**config.mk**
```make
export PLATFORM = sky130hd
export DESIGN_NAME = pc_sequencer
export DESIGN_NICKNAME = d
export VERILOG_FILES = /design/src/rtl/pc_sequencer.sv
export SDC_FILE = /design/constraint.sdc
export NUM_CORES = 1
export LEC_CHECK = 0
export BUFFER_PORTS_ARGS = -buffer_cell sky130_fd_sc_hd__buf_4
export CAP_MARGIN = 0
export CELL_PAD_IN_SITES_DETAIL_PLACEMENT = 1
export CELL_PAD_IN_SITES_GLOBAL_PLACEMENT = 1
export CORE_ASPECT_RATIO = 0.8
export CORE_MARGIN = 2
export CORE_UTILIZATION = 35
export CTS_CLUSTER_SIZE = 14
export DETAILED_ROUTE_END_ITERATION = 8
export GPL_TIMING_DRIVEN = 0
export PLACE_DENSITY_LB_ADDON = 0.1
export SETUP_SLACK_MARGIN = 0.02
export SYNTH_ARGS = -nofsm -noshare
export SYNTH_HDL_FRONTEND = slang
export SYNTH_SLANG_ARGS = --single-unit
```
**constraint.sdc**
```tcl
create_clock -name clk_i -period 4.75 [get_ports clk_i]
set_clock_uncertainty 0.15 [all_clocks]
set_input_delay 0.2375 -clock clk_i [delete_from_list [all_inputs] [get_ports clk_i]]
set_output_delay 0.2375 -clock clk_i [all_outputs]
set_load 0.05 [all_outputs]
```
**src/rtl/pc_sequencer.sv**
```systemverilog
// ---------------------------------------------------------------------------
// pc_sequencer
//   Instruction-fetch sequencer. It drives the PC register input and write
//   enable, the IF/ID write/flush controls and the instruction memory fetch
//   request. It handles memory wait states, load-use stalls and branch/jump
//   redirects, including a redirect that arrives while a fetch is still
//   outstanding.
//
// Ports
//   clk_i            clock, rising edge
//   rst_i            asynchronous reset, active low
//   start_i          run enable (0 = stop after the current fetch)
//   stall_i          load-use hazard: hold PC and IF/ID
//   branch_i         taken-branch pulse, with branch_target_i
//   jump_i           jump pulse, with jump_target_i (wins over branch_i)
//   pc_i             current PC register value
//   imem_ready_i     instruction memory returns a word this cycle
//   imem_req_o       fetch request
//   pc_next_o        PC register input
//   pc_write_o       PC register write enable
//   ifid_write_o     IF/ID write enable
//   ifid_flush_o     IF/ID flush (bubble)
//   state_o          0 IDLE, 1 FETCH, 2 WAIT, 3 DRAIN
//
// Optional feature (macro PC_SEQ_PERF_CNT_EN)
//   stall_cnt_o      cycles with stall_i=1 in FETCH/WAIT, saturating
//   redirect_cnt_o   accepted redirects, saturating
// ---------------------------------------------------------------------------
module pc_sequencer (
    input  logic        clk_i,
    input  logic        rst_i,
    input  logic        start_i,
    input  logic        stall_i,
    input  logic        branch_i,
    input  logic [31:0] branch_target_i,
    input  logic        jump_i,
    input  logic [31:0] jump_target_i,
    input  logic [31:0] pc_i,
    input  logic        imem_ready_i,
    output logic        imem_req_o,
    output logic [31:0] pc_next_o,
    output logic        pc_write_o,
    output logic        ifid_write_o,
    output logic        ifid_flush_o,
`ifdef PC_SEQ_PERF_CNT_EN
    output logic [15:0] stall_cnt_o,
    output logic [15:0] redirect_cnt_o,
`endif
    output logic [1:0]  state_o
);

    typedef enum logic [1:0] {
        S_IDLE  = 2'd0,
        S_FETCH = 2'd1,
        S_WAIT  = 2'd2,
        S_DRAIN = 2'd3
    } state_e;

    state_e      state_q, state_d;
    logic [31:0] redir_q, redir_d;
    logic        stall_cyc;
    logic        redirect_acc;
    logic        redirect;
    logic [31:0] target;

    assign redirect = jump_i | branch_i;
    assign target   = jump_i ? jump_target_i : branch_target_i;

    always_ff @(posedge clk_i or negedge rst_i) begin
        if (!rst_i) begin
            state_q <= S_IDLE;
            redir_q <= '0;
        end else begin
            state_q <= state_d;
            redir_q <= redir_d;
        end
    end

    always_comb begin
        state_d      = state_q;
        redir_d      = redir_q;
        imem_req_o   = 1'b0;
        pc_next_o    = pc_i;
        pc_write_o   = 1'b0;
        ifid_write_o = 1'b0;
        ifid_flush_o = 1'b0;
        stall_cyc    = 1'b0;
        redirect_acc = 1'b0;

        case (state_q)
            S_IDLE: begin
                if (start_i) state_d = S_FETCH;
            end
            S_FETCH, S_WAIT: begin
                imem_req_o = 1'b1;
                if (stall_i) begin
                    // Redirect pulses are ignored; the hazard unit re-presents
                    // them. A word returned now is dropped and refetched.
                    stall_cyc = 1'b1;
                    if (imem_ready_i) state_d = S_FETCH;
                end else if (redirect) begin
                    redirect_acc = 1'b1;
                    ifid_flush_o = 1'b1;
                    if (imem_ready_i) begin
                        pc_next_o  = target;
                        pc_write_o = 1'b1;
                        state_d    = start_i ? S_FETCH : S_IDLE;
                    end else begin
                        // Fetch still in flight: hold the target until the
                        // stale word has been drained.
                        redir_d = target;
                        state_d = S_DRAIN;
                    end
                end else if (imem_ready_i) begin
                    pc_next_o    = pc_i + 32'd4;
                    pc_write_o   = 1'b1;
                    ifid_write_o = 1'b1;
                    state_d      = start_i ? S_FETCH : S_IDLE;
                end else begin
                    state_d = S_WAIT;
                end
            end
            S_DRAIN: begin
                imem_req_o = 1'b1;
                if (imem_ready_i) begin
                    pc_next_o    = redir_q;
                    pc_write_o   = 1'b1;
                    ifid_flush_o = 1'b1;
                    state_d      = start_i ? S_FETCH : S_IDLE;
                end
            end
            default: state_d = S_IDLE;
        endcase
    end

    assign state_o = state_q;

`ifdef PC_SEQ_PERF_CNT_EN
    logic [15:0] stall_cnt_q, redirect_cnt_q;

    always_ff @(posedge clk_i or negedge rst_i) begin
        if (!rst_i) begin
            stall_cnt_q    <= '0;
            redirect_cnt_q <= '0;
        end else begin
            if (stall_cyc && stall_cnt_q != '1)
                stall_cnt_q <= stall_cnt_q + 16'd1;
            if (redirect_acc && redirect_cnt_q != '1)
                redirect_cnt_q <= redirect_cnt_q + 16'd1;
        end
    end

    assign stall_cnt_o    = stall_cnt_q;
    assign redirect_cnt_o = redirect_cnt_q;
`endif

endmodule
```
==> results of run 1 <==
synth_stat cells, types with 3 or more instances:
| cell type | n |
|---|---|
| mux2i_1 | 33 |
| a21oi_1 | 63 |
| buf_1 | 6 |
| o211ai_1 | 6 |
| a21o_1 | 5 |
| nor4_1 | 3 |
| a211oi_1 | 11 |
| nand4_1 | 10 |
| and3_1 | 8 |
| a22o_1 | 3 |
| nand2b_1 | 6 |
| nor2_1 | 67 |
| o21a_1 | 3 |
| a221o_1 | 7 |
| o21ai_0 | 42 |
| and4_1 | 3 |
| a22oi_1 | 19 |
| o22ai_1 | 12 |
| nand3_1 | 23 |
| o221ai_1 | 3 |
| inv_1 | 11 |
| clkbuf_1 | 22 |
| nor3_1 | 8 |
| ha_1 | 4 |
| buf_2 | 13 |
| dfrtp_1 | 34 |
| and2_1 | 3 |
| a221oi_1 | 4 |
| a31oi_1 | 6 |
| nand2_1 | 56 |
placed cells by master, fill, tap and decap left out, types with 7 or more instances in the layout:
cell type	instances
buf_4	136
nor2_1	67
a21oi_1	63
nand2_1	56
o21ai_0	42
dfrtp_1	34
mux2i_1	33
clkbuf_1	23
nand3_1	23
a22oi_1	19
buf_2	13
o22ai_1	12
inv_1	11
a211oi_1	11
nand4_1	10
and3_1	8
nor3_1	8
a221o_1	7
registers in the layout, summed over array words and instances, names as in the netlist:
signal and cells:
redir_q 32, state_o 2
through the flow:
| stage | std cells | total power, mW | cell area [µm²] |
|---|---|---|---|
| after floorplan | 540 | 1.922 | 3854 |
| after global placement | 819 | 2.631 | 5047 |
| after detailed placement | 819 | 2.676 | 5047 |
| after CTS | 828 | 3.037 | 5205 |
| after global routing | 828 | 3.202 | 5205 |
| final | 828 | 3.071 | 5205 |
critical path: stages, from the launching register on:
cell	delay, ns
dfrtp_1	0.39
inv_1	0.08
ha_1	0.27
clkbuf_1	0.37
nand2_1	0.50
o21ai_1	1.14
o21ai_0	0.23
nand3_1	0.18
buf_4	0.22
logic make-up after synthesis:
family / Yosys count
buf+inv: 55
xor+xnor: 4
mux: 35
simple gates: 206
compound gates: 202
flops: 34
fa+ha+maj: 4
power groups by stage:
stage / registers (mW) / clock network, mW / logic [mW]
2_1_floorplan: 0.517 / 0 / 1.41
3_3_place_gp: 0.512 / 0 / 2.12
3_5_place_dp: 0.520 / 0 / 2.16
4_1_cts: 0.515 / 0.356 / 2.17
5_1_grt: 0.533 / 0.366 / 2.30
6_report: 0.518 / 0.355 / 2.20
routing by layer:
metal,global-route usage [%],routed length [µm],part of all wire (%),up-vias
li1,-,-,-,2322
met1,48.91,9194,43,2631
met2,55.19,9592,44,323
met3,7.301,2066,9.6,50
met4,15.74,773,3.6,0
met5,0,0,0,-
timing repair:
item                                   4_1_cts  5_1_grt
endpoints found under the hold margin       34        0
hold buffers                                 1        0
resized for setup                            0        0
area by class of cell:
type	instances	area, µm²	area share (%)
clock buffer	7	142.6	2.740
sequential	34	850.8	16.35
tap	144	180.2	3.462
clock inverter	1	5.005	0.09615
inverter	12	45.04	0.8654
multi-input combinational	451	2775	53.32
timing repair buffer	136	1023	19.66
buffer	43	182.7	3.510
path summary, 6_finish.rpt:
| path | slack (ns) | endpoint | start | cells after the start |
|---|---|---|---|---|
| min in group asynchronous | 0.33 | redir_q[6] | rst_i | 2 |
| hold reg to reg | 0.39 | redir_q[9] | redir_q[9] | 2 |
| max in group asynchronous | 3.74 | redir_q[24] | rst_i | 2 |
| setup / recovery | 0.68 | pc_next_o[27] | state_o[1] | 8 |
| setup reg to reg | 1.14 | redir_q[23] | state_o[1] | 7 |
| hold / removal | 0.08 | redir_q[3] | jump_target_i[3] | 3 |
==> impl_results.md, run 1 <==
- Status: completed
- Cell leakage power: 2.286 nW
- Clk Tree Root Cell: clkbuf_16
- Area added between synthesis and finish: 35.06%
- Core Box Area: 10,810 µm²
- Post-synthesis net count: 647
- Top cells by area in the synthesized netlist: dfrtp_1, mux2i_1, a21oi_1, nor2_1, nand2_1
- Sum of routed wire length over all layers: 21.63 mm
- Endpoints failing hold: 0
- Final cycle utilization of the critical path: 85.67%
- Compound-cell area share of the yosys netlist: 33.54%
- Final setup fails: 0
- H-tree level count: 2
- Die footprint: 11,870 µm²
- Vertical die dimension: 97.86 µm
- Required time at the endpoint of the critical path: 4.36 ns
- Startpoint kind of the worst setup timing path: register
- Fill cells: 1,416
- GRT Util Overall: 35.97%
- DRC viols: 0
- Combinational power share: 71.6%
- Vias in the first global route: 5,528
- Largest net degree at the start of global routing: 35
- Maximum clock path buffer count: 2
- CP Max Fanout: 10
- Post-layout utilization of the core: 48.17%
- CTS buffer count: 5
- Post-placement setup slack: 1.159 ns
- Post-Synth Simple-Gate Area: 27.11%
- Switching power total: 1.781 mW
- CTS tree: done
- Arithmetic-cell share of the synthesized area counting full adders, half adders and majority gates: 1.299%
- EDFF count, synth: 0
- Final Wtd Congestion: 0.9841
- Normalized max-slew margin: 13.89%
- Share of post-route cells with drive strength above 1: 25.44%
- Type of the tightest min-delay check: input pin to register
- Number of buffers inserted by post-CTS setup repair: 0
- Total grt overflow: 0
- Cell Int Power: 1.289 mW
- WL per Instance: 26.12 µm
- Final setup slack of the worst path: 0.6809 ns
- Hold WS: 0.08482 ns
- Multiplexer share of the synthesized area: 9.156%
- Antenna violation net count after detailed routing: 0
- Post-synthesis share of cell area spent on xor and xnor gates: 0.9091%
- Average footprint of a synthesized cell: 7.136 µm²
- Total standard cell area after synthesis: 3854 µm²
- Switching Share: 58.01%
- Type of the worst setup path: register to output port
- Clock Pin Slew Worst Setup and Hold Paths: 0.06 ns
- Total inserted antenna cells: 0
- Number of nets in the final layout: 790
- Number of iterations in the first detailed-routing pass: 4
- Maximum achievable frequency: 245.8 MHz
- Synth area leader: dfrtp_1
- Starting utilization of the core area: 35.66%
- Power per cell area: 590.0 nW/µm²
- Max-capacitance violation count: 0
- Worst-skew pair later-pin latency: 0.29 ns
- Detailed-route via count: 5,326
- Critical Path AT: 3.68 ns
- Vias per inst: 6.432
- Final worst path period need: 4.069 ns
- Async set or reset register ratio after synthesis: 100.0%
- Combinational family with the most area after synthesis: compound AO/OA/AOI/OAI gates
- First-pass GRT wire length: 32.15 mm
- HPWL Detailed: 15.75 mm
- Number of synthesized register bits: 34
- Proportion of netlist area held by the largest area contributor: 22.08%
- Flip-flop cell with the highest count after synthesis: dfrtp_1
- Worst-case vdd ir drop: 0.3292 mV
- RSZ-0062 raised after global routing: false
- Cell variety after synth: 66
- Number of input and output port buffers inserted: 135
- Setup total negative slack: 0 ns
- Sequential-to-total area share from yosys stat: 22.08%
- Number of rows in the core area: 34
- Setup crit end kind: output port
- Worst-Margin Slew: 1.282 ns
- Number of pins exceeding their max-slew limit in the final report: 0
- Initial antenna violation count: 0
- DRC marker count from the first detailed-route iteration: 464
- Number of instances in the synthesized netlist: 540
- Total number of yosys warnings: 0
- Total I/O pin count: 141
- Power share of the sequential group: 16.9%
- Chip Width: 121.3 µm
- Part of the power in the clock network: 11.6%
- Sinks on Clock Net: 34
(Power assumes the default switching activity.)
==> run 2: changes to the inputs <==
--- a/config.mk
+++ b/config.mk
@@ -8,10 +8,10 @@
 export BUFFER_PORTS_ARGS = -buffer_cell sky130_fd_sc_hd__buf_4
 export CAP_MARGIN = 0
 export CELL_PAD_IN_SITES_DETAIL_PLACEMENT = 1
-export CELL_PAD_IN_SITES_GLOBAL_PLACEMENT = 1
+export CELL_PAD_IN_SITES_GLOBAL_PLACEMENT = 2
 export CORE_ASPECT_RATIO = 0.8
 export CORE_MARGIN = 2
-export CORE_UTILIZATION = 35
+export CORE_UTILIZATION = 29
 export CTS_CLUSTER_SIZE = 14
 export DETAILED_ROUTE_END_ITERATION = 8
 export GPL_TIMING_DRIVEN = 0
==> run 2 against run 1 <==
  * Die area increased by 20%
  * Fmax increased by 2.0%
  * Largest cell class unchanged
  * Critical path depth did not move
  * Clock power is 11% higher
  * Count of clock-buffer cells in the layout up 1
  * Global-route usage down 4.0 points
  * Cell area up 1.1%
  * Utilization decreased by 7.4 points
  * Routed wire length rose by 4.8%
  * Sequential power grew 1%
  * Non-clock buffer count is the same
==> impl_results.md, run 2 (synthesized netlist as in run 1, its figures left out) <==
- Hold_sp: jump_target_i[3]
- Overall Power: 3.119 mW (+1.6%)
- Fill cells: 1,626 (+15%)
- Cell Int Power: 1.319 mW (+2.3%)
- Number of iterations in the first detailed-routing pass: 4 (unchanged)
- First-pass GRT wire length: 33.49 mm (+4.2%)
- Max reg flops: 32 (unchanged)
- Most common cell after layout, fill and taps aside: buf_4
- Clock Pin Slew Worst Setup and Hold Paths: 0.07 ns (about the same)
- Number of rows in the core area: 37 (+8.8%)
- Initial antenna violation count: 0 (unchanged)
- Maximum clock path buffer count: 2 (unchanged)
- GRT Util Overall: 31.94% (-4.0 points)
- Max-capacitance violation count: 0 (unchanged)
- Type of the worst setup path: register to output port
- CTS tree: done
- Stage delay of the slowest cell on the critical path: 1.04 ns (-0.10 ns)
- Register ranked first by flip-flop count: redir_q
- Normalized max-slew margin: 14.55% (+0.66 points)
- Sum of routed wire length over all layers: 22.67 mm (+4.8%)
- Combinational power share: 70.6% (-1.0 points)
- Total I/O pin count: 141 (unchanged)
- CTS buffer count: 5 (unchanged)
- Startpoint kind of the worst setup timing path: register
- Cell leakage power: 2.295 nW (+0.41%)
- Final worst path period need: 3.991 ns (-0.07821 ns)
- Setup crit end kind: output port
- Starting utilization of the core area: 29.84% (-5.8 points)
- Worst-skew pair later-pin latency: 0.30 ns (about the same)
- Critical Path AT: 3.60 ns (-0.08 ns)
- Status: completed
- Commonest cells after routing, fill and taps aside: buf_4, nor2_1, a21oi_1
- Number of input and output port buffers inserted: 135 (unchanged)
- Type of the tightest min-delay check: input pin to register
- Clk Tree Root Cell: clkbuf_16
- Cell with the largest stage delay on the worst path: o21ai_1
- Post-layout utilization of the core: 40.74% (-7.4 points)
- Switching power total: 1.800 mW (+1.0%)
- Detailed-route via count: 5,214 (-2.1%)
- Final Wtd Congestion: 0.9225 (-6.3%)
- Power per cell area: 592.7 nW/µm² (+0.46%)
- Total inserted antenna cells: 0 (unchanged)
- Post-route cell area: 5263 µm² (+1.1%)
- CP Max Fanout: 10 (unchanged)
- Final setup fails: 0 (unchanged)
- Switching Share: 57.70% (-0.31 points)
- DRC marker count from the first detailed-route iteration: 497 (+7.1%)
- Worst-case vdd ir drop: 0.3481 mV (+5.7%)
- Final setup slack of the worst path: 0.7591 ns (+0.07821 ns)
- Power share of the sequential group: 16.8% (about the same)
- Vias per inst: 6.070 (-5.6%)
- Part of the power in the clock network: 12.7% (+1.1 points)
- RSZ-0062 raised after global routing: false
- Required time at the endpoint of the critical path: 4.36 ns (about the same)
- Cell area after placement: 5086 µm² (+0.77%)
- Chip Width: 132.9 µm (+9.5%)
- Setup total negative slack: 0 ns (unchanged)
- Antenna violation net count after detailed routing: 0 (unchanged)
- Endpoints failing hold: 0 (unchanged)
- Worst path cell trace: inv_1, ha_1, clkbuf_1, nand2_1, o21ai_1, nor2_1, o22ai_1, buf_4
- Post-placement setup slack: 1.219 ns (+0.06061 ns)
- H-tree level count: 2 (unchanged)
- Buffer and inverter count on the worst path: 3 (unchanged)
- Total grt overflow: 0 (unchanged)
- Share of post-route cells with drive strength above 1: 25.58% (+0.15 points)
- HPWL Detailed: 16.72 mm (+6.1%)
- Number of pins exceeding their max-slew limit in the final report: 0 (unchanged)
- Vertical die dimension: 107.1 µm (+9.5%)
- Reg2reg start: state_o[1]
- Vias in the first global route: 5,355 (-3.1%)
- Worst setup path start: state_o[1]
- Largest net degree at the start of global routing: 35 (unchanged)
- Maximum achievable frequency: 250.6 MHz (+2.0%)
- Final cycle utilization of the critical path: 84.02% (-1.6 points)
- Core Box Area: 12,920 µm² (+20%)
- Family with the most delay on the worst path: compound AO/OA/AOI/OAI gates
- DRC viols: 0 (unchanged)
- Sinks on Clock Net: 34 (unchanged)
- Number of buffers inserted by post-CTS setup repair: 0 (unchanged)
- WL per Instance: 26.39 µm (+1.0%)
- Worst-Margin Slew: 1.272 ns (-0.009851 ns)
- Number of nets in the final layout: 790 (unchanged)
- Area added between synthesis and finish: 36.56%
- Die footprint: 14,230 µm² (+20%)
run 2: cell count changes in the layout (fill, tap and decap cells not counted):
cell and delta:
clkbuf_8 +2, clkbuf_1 -1, clkinv_2 -1
run 2: final timing paths:
| check | to | slack, ns | depth (start not counted) |
|---|---|---|---|
| max | pc_next_o[25] | 0.76 | 8 |
| min | redir_q[3] | 0.09 | 3 |
| max reg2reg | redir_q[10] | 1.15 | 7 |
| min reg2reg | redir_q[26] | 0.38 | 2 |
| max in group asynchronous | redir_q[21] | 3.76 | 2 |
| min in group asynchronous | redir_q[7] | 0.30 | 2 |
run 2: per-layer routing:
layer / part of all wire (%) / vias to the layer above / routed length, µm / global-route usage [%]
met3: 7.3 / 45 / 1649 / 6.809
met1: 46 / 2619 / 10410 / 43.33
met2: 44 / 231 / 9914 / 50.04
met5: 0 / - / 0 / 0
li1: - / 2319 / - / -
met4: 3.0 / 0 / 689 / 11.67
run 2: layout make-up:
cell class / count / area [µm²] / area share (%)
inverter: 12 / 45.04 / 0.8559
buffer: 43 / 182.7 / 3.471
sequential: 34 / 850.8 / 16.17
multi-input combinational: 451 / 2775 / 52.73
timing repair buffer: 136 / 1023 / 19.45
tap: 175 / 219.0 / 4.161
clock buffer: 8 / 166.4 / 3.162
run 2: stage by stage:
step	hold slack, ns	cells
floorplan	-0.2081	540
global placement	0.09452	850
detailed placement	0.1048	850
CTS	0.07540	859
global route	0.09340	859
finish	0.09237	859
run 2: repair_timing:
item                                   CTS  global route
hold buffers                             1             0
endpoints found under the hold margin   34             0
resized for setup                        0             0
run 2: power groups by stage:
stage | sequential, mW | combinational [mW] | clock (mW)
final | 0.523 | 2.20 | 0.395
after global routing | 0.537 | 2.31 | 0.406
after CTS | 0.519 | 2.18 | 0.397
after detailed placement | 0.525 | 2.16 | 0
after global placement | 0.517 | 2.15 | 0
after floorplan | 0.517 | 1.41 | 0
run 2: worst min-delay path, delay by kind of cell:
| kind | cells | cell delay, ns |
|---|---|---|
| AOI/OAI and AO/OA | 1 | 0.10 |
| buffers and inverters | 1 | 0.08 |
| and+or+nand+nor | 1 | 0.08 |
==> run 3: changes to the inputs <==
--- a/config.mk
+++ b/config.mk
@@ -11,7 +11,7 @@
 export CELL_PAD_IN_SITES_GLOBAL_PLACEMENT = 2
 export CORE_ASPECT_RATIO = 0.8
 export CORE_MARGIN = 2
-export CORE_UTILIZATION = 29
+export CORE_UTILIZATION = 24
 export CTS_CLUSTER_SIZE = 14
 export DETAILED_ROUTE_END_ITERATION = 8
 export GPL_TIMING_DRIVEN = 0
==> constraint.sdc (replaced) <==
create_clock -name clk_i -period 3.5 [get_ports clk_i]
set_clock_uncertainty 0.15 [all_clocks]
set_input_delay 0.175 -clock clk_i [delete_from_list [all_inputs] [get_ports clk_i]]
set_output_delay 0.175 -clock clk_i [all_outputs]
set_load 0.05 [all_outputs]
==> run 3 against run 2 <==
  * Cell count rose by 4.5%
  * Sequential cell count unchanged
  * Die area up 20%
  * First-iteration DRC count is 5.4% lower
  * Cell area up 1.3%
  * Register-to-register slack got worse by 0.72 ns
  * Via count is 0.98% lower
==> impl_results.md, run 3 (synthesized netlist as in run 1, its figures left out) <==
- Total I/O pin count: 141 (unchanged)
- Post-layout utilization of the core: 33.84% (-6.9 points)
- Share of post-route cells with drive strength above 1: 26.35% (+0.77 points)
- First-pass GRT wire length: 34.80 mm (+3.9%)
- Final setup fails: 0 (unchanged)
- Clk Tree Root Cell: clkbuf_16
- Post-route cell area: 5330 µm² (+1.3%)
- Vias per inst: 5.749 (-5.3%)
- Detailed-route via count: 5,163 (-0.98%)
- Stage delay of the slowest cell on the critical path: 0.62 ns (-0.42 ns)
- Final setup slack of the worst path: 0.08489 ns (-0.6742 ns)
- Chip Width: 145.7 µm (+9.6%)
- Status: completed
- Maximum achievable frequency: 292.8 MHz
- Number of pins exceeding their max-slew limit in the final report: 0 (unchanged)
- Die footprint: 17,090 µm² (+20%)
- Hold WS: 0.01034 ns (-0.08203 ns)
- CTS tree: done
- Register ranked first by flip-flop count: redir_q
- Worst setup path start: state_o[0]
- RSZ-0062 raised after global routing: true
- Number of input and output port buffers inserted: 135 (unchanged)
- Vertical die dimension: 117.3 µm (+9.6%)
- Antenna violation net count after detailed routing: 0 (unchanged)
- Post-placement setup slack: -0.08318 ns (-1.303 ns)
- Total inserted antenna cells: 0 (unchanged)
- Critical Path AT: 3.09 ns (-0.51 ns)
- Number of nets in the final layout: 789 (-0.13%)
- Starting utilization of the core area: 24.47% (-5.4 points)
- Type of the worst setup path: register to output port
- Total grt overflow: 0 (unchanged)
- Max reg flops: 32 (unchanged)
- Clock Pin Slew Worst Setup and Hold Paths: 0.07 ns (about the same)
- Endpoints failing hold: 0 (unchanged)
- Cell leakage power: 2.307 nW (+0.51%)
- Overall Power: 4.272 mW (+37%)
- Final cycle utilization of the critical path: 97.57%
- Core Box Area: 15,750 µm² (+22%)
- Worst-skew pair later-pin latency: 0.30 ns (about the same)
- Sum of routed wire length over all layers: 23.71 mm (+4.6%)
- H-tree level count: 2 (unchanged)
- Most common cell after layout, fill and taps aside: buf_4
- Cell with the largest stage delay on the worst path: clkbuf_1
- Setup crit end kind: output port
- Initial antenna violation count: 0 (unchanged)
- Part of the power in the clock network: 12.6% (about the same)
- Largest net degree at the start of global routing: 35 (unchanged)
- Sinks on Clock Net: 34 (unchanged)
- Reg2reg start: state_o[1]
- GRT Util Overall: 27.19% (-4.8 points)
- Cell Int Power: 1.801 mW (+37%)
- Combinational power share: 70.9% (+0.3 points)
- Worst-case vdd ir drop: 0.4002 mV (+15%)
- Power per cell area: 801.6 nW/µm² (+35%)
- Max-capacitance violation count: 0 (unchanged)
- Final worst path period need: 3.415 ns
- Number of buffers inserted by post-CTS setup repair: 0 (unchanged)
- Area added between synthesis and finish: 38.31%
- Worst path cell trace: inv_1, ha_1, clkbuf_1, inv_1, nand2_1, clkbuf_1, a21oi_1, nand2_1, o311ai_1, buf_4
- Normalized max-slew margin: 26.72% (+12 points)
- Startpoint kind of the worst setup timing path: register
- DRC marker count from the first detailed-route iteration: 470 (-5.4%)
- WL per Instance: 26.40 µm (about the same)
- HPWL Detailed: 17.67 mm (+5.7%)
- DRC viols: 0 (unchanged)
- Vias in the first global route: 5,342 (-0.24%)
- Worst-Margin Slew: 1.099 ns (-0.1728 ns)
- Number of rows in the core area: 41 (+11%)
- Type of the tightest min-delay check: input pin to register
- Switching Share: 57.84% (+0.13 points)
- CP Max Fanout: 10 (unchanged)
- Final Wtd Congestion: 0.9171 (-0.59%)
- Required time at the endpoint of the critical path: 3.17 ns (-1.19 ns)
- Cell area after placement: 5136 µm² (+0.98%)
- Commonest cells after routing, fill and taps aside: buf_4, nor2_1, a21oi_1
- Power share of the sequential group: 16.6% (-0.2 points)
- Hold_sp: branch_target_i[20]
- Maximum clock path buffer count: 2 (unchanged)
- Switching power total: 2.471 mW (+37%)
- CTS buffer count: 5 (unchanged)
- Number of iterations in the first detailed-routing pass: 5 (+1)
run 3: changes by cell type in the layout (fill, tap and decap cells not counted), sizes merged:
cell,delta
buf,-1
run 3: area by class of cell:
type                       count  area (µm²)
tap                          215       269.0
fill                        1970       10420
sequential                    34       850.8
timing repair buffer         136        1023
clock buffer                   8       166.4
multi-input combinational    451        2794
inverter                      12       45.04
buffer                        42       181.4
run 3: through the flow:
step           TNS [ns]  instances
3_5_place_dp     -1.103        890
2_1_floorplan         0        540
4_1_cts               0        899
5_1_grt        -0.01461        898
6_report              0        898
3_3_place_gp    -0.6120        890
run 3: metal layers:
metal	track usage [%]	part of all wire, %	routed length, µm
met2	42.07	44	10370
met4	4.718	1.1	262
met3	4.086	6.8	1617
met1	40.26	48	11460
met5	0	0	0
run 3: worst max-delay path, delay by kind of cell (launching register included):
kind            cells  cell delay, ns
fa+ha+maj           1            0.16
compound gates      2            0.26
flops               1            0.40
simple gates        2            0.36
buf+inv             5            1.61
run 3: worst paths after layout:
path | endpoint | slack, ns | cells after the start
hold reg to reg | redir_q[9] | 0.39 | 2
setup reg to reg | redir_q[23] | 0.43 | 6
hold / removal | redir_q[20] | 0.01 | 3
setup / recovery | pc_next_o[22] | 0.08 | 10
max in group asynchronous | redir_q[27] | 2.56 | 2
min in group asynchronous | redir_q[6] | 0.25 | 2
run 3: power by group through the flow:
| stage | Sequential, mW | Combinational, mW | Clock [mW] |
|---|---|---|---|
| 3_5_place_dp | 0.710 | 2.98 | 0 |
| 2_1_floorplan | 0.701 | 1.91 | 0 |
| 5_1_grt | 0.732 | 3.18 | 0.555 |
| 3_3_place_gp | 0.705 | 2.96 | 0 |
| 6_report | 0.708 | 3.03 | 0.537 |
| 4_1_cts | 0.705 | 3.00 | 0.542 |
run 3: timing repair:
item                                   CTS  global route
gates resized for setup                  3             5
hold buffers                             1             0
pin swaps                                0             0
setup endpoints to repair               39            16
endpoints found under the hold margin   34             0
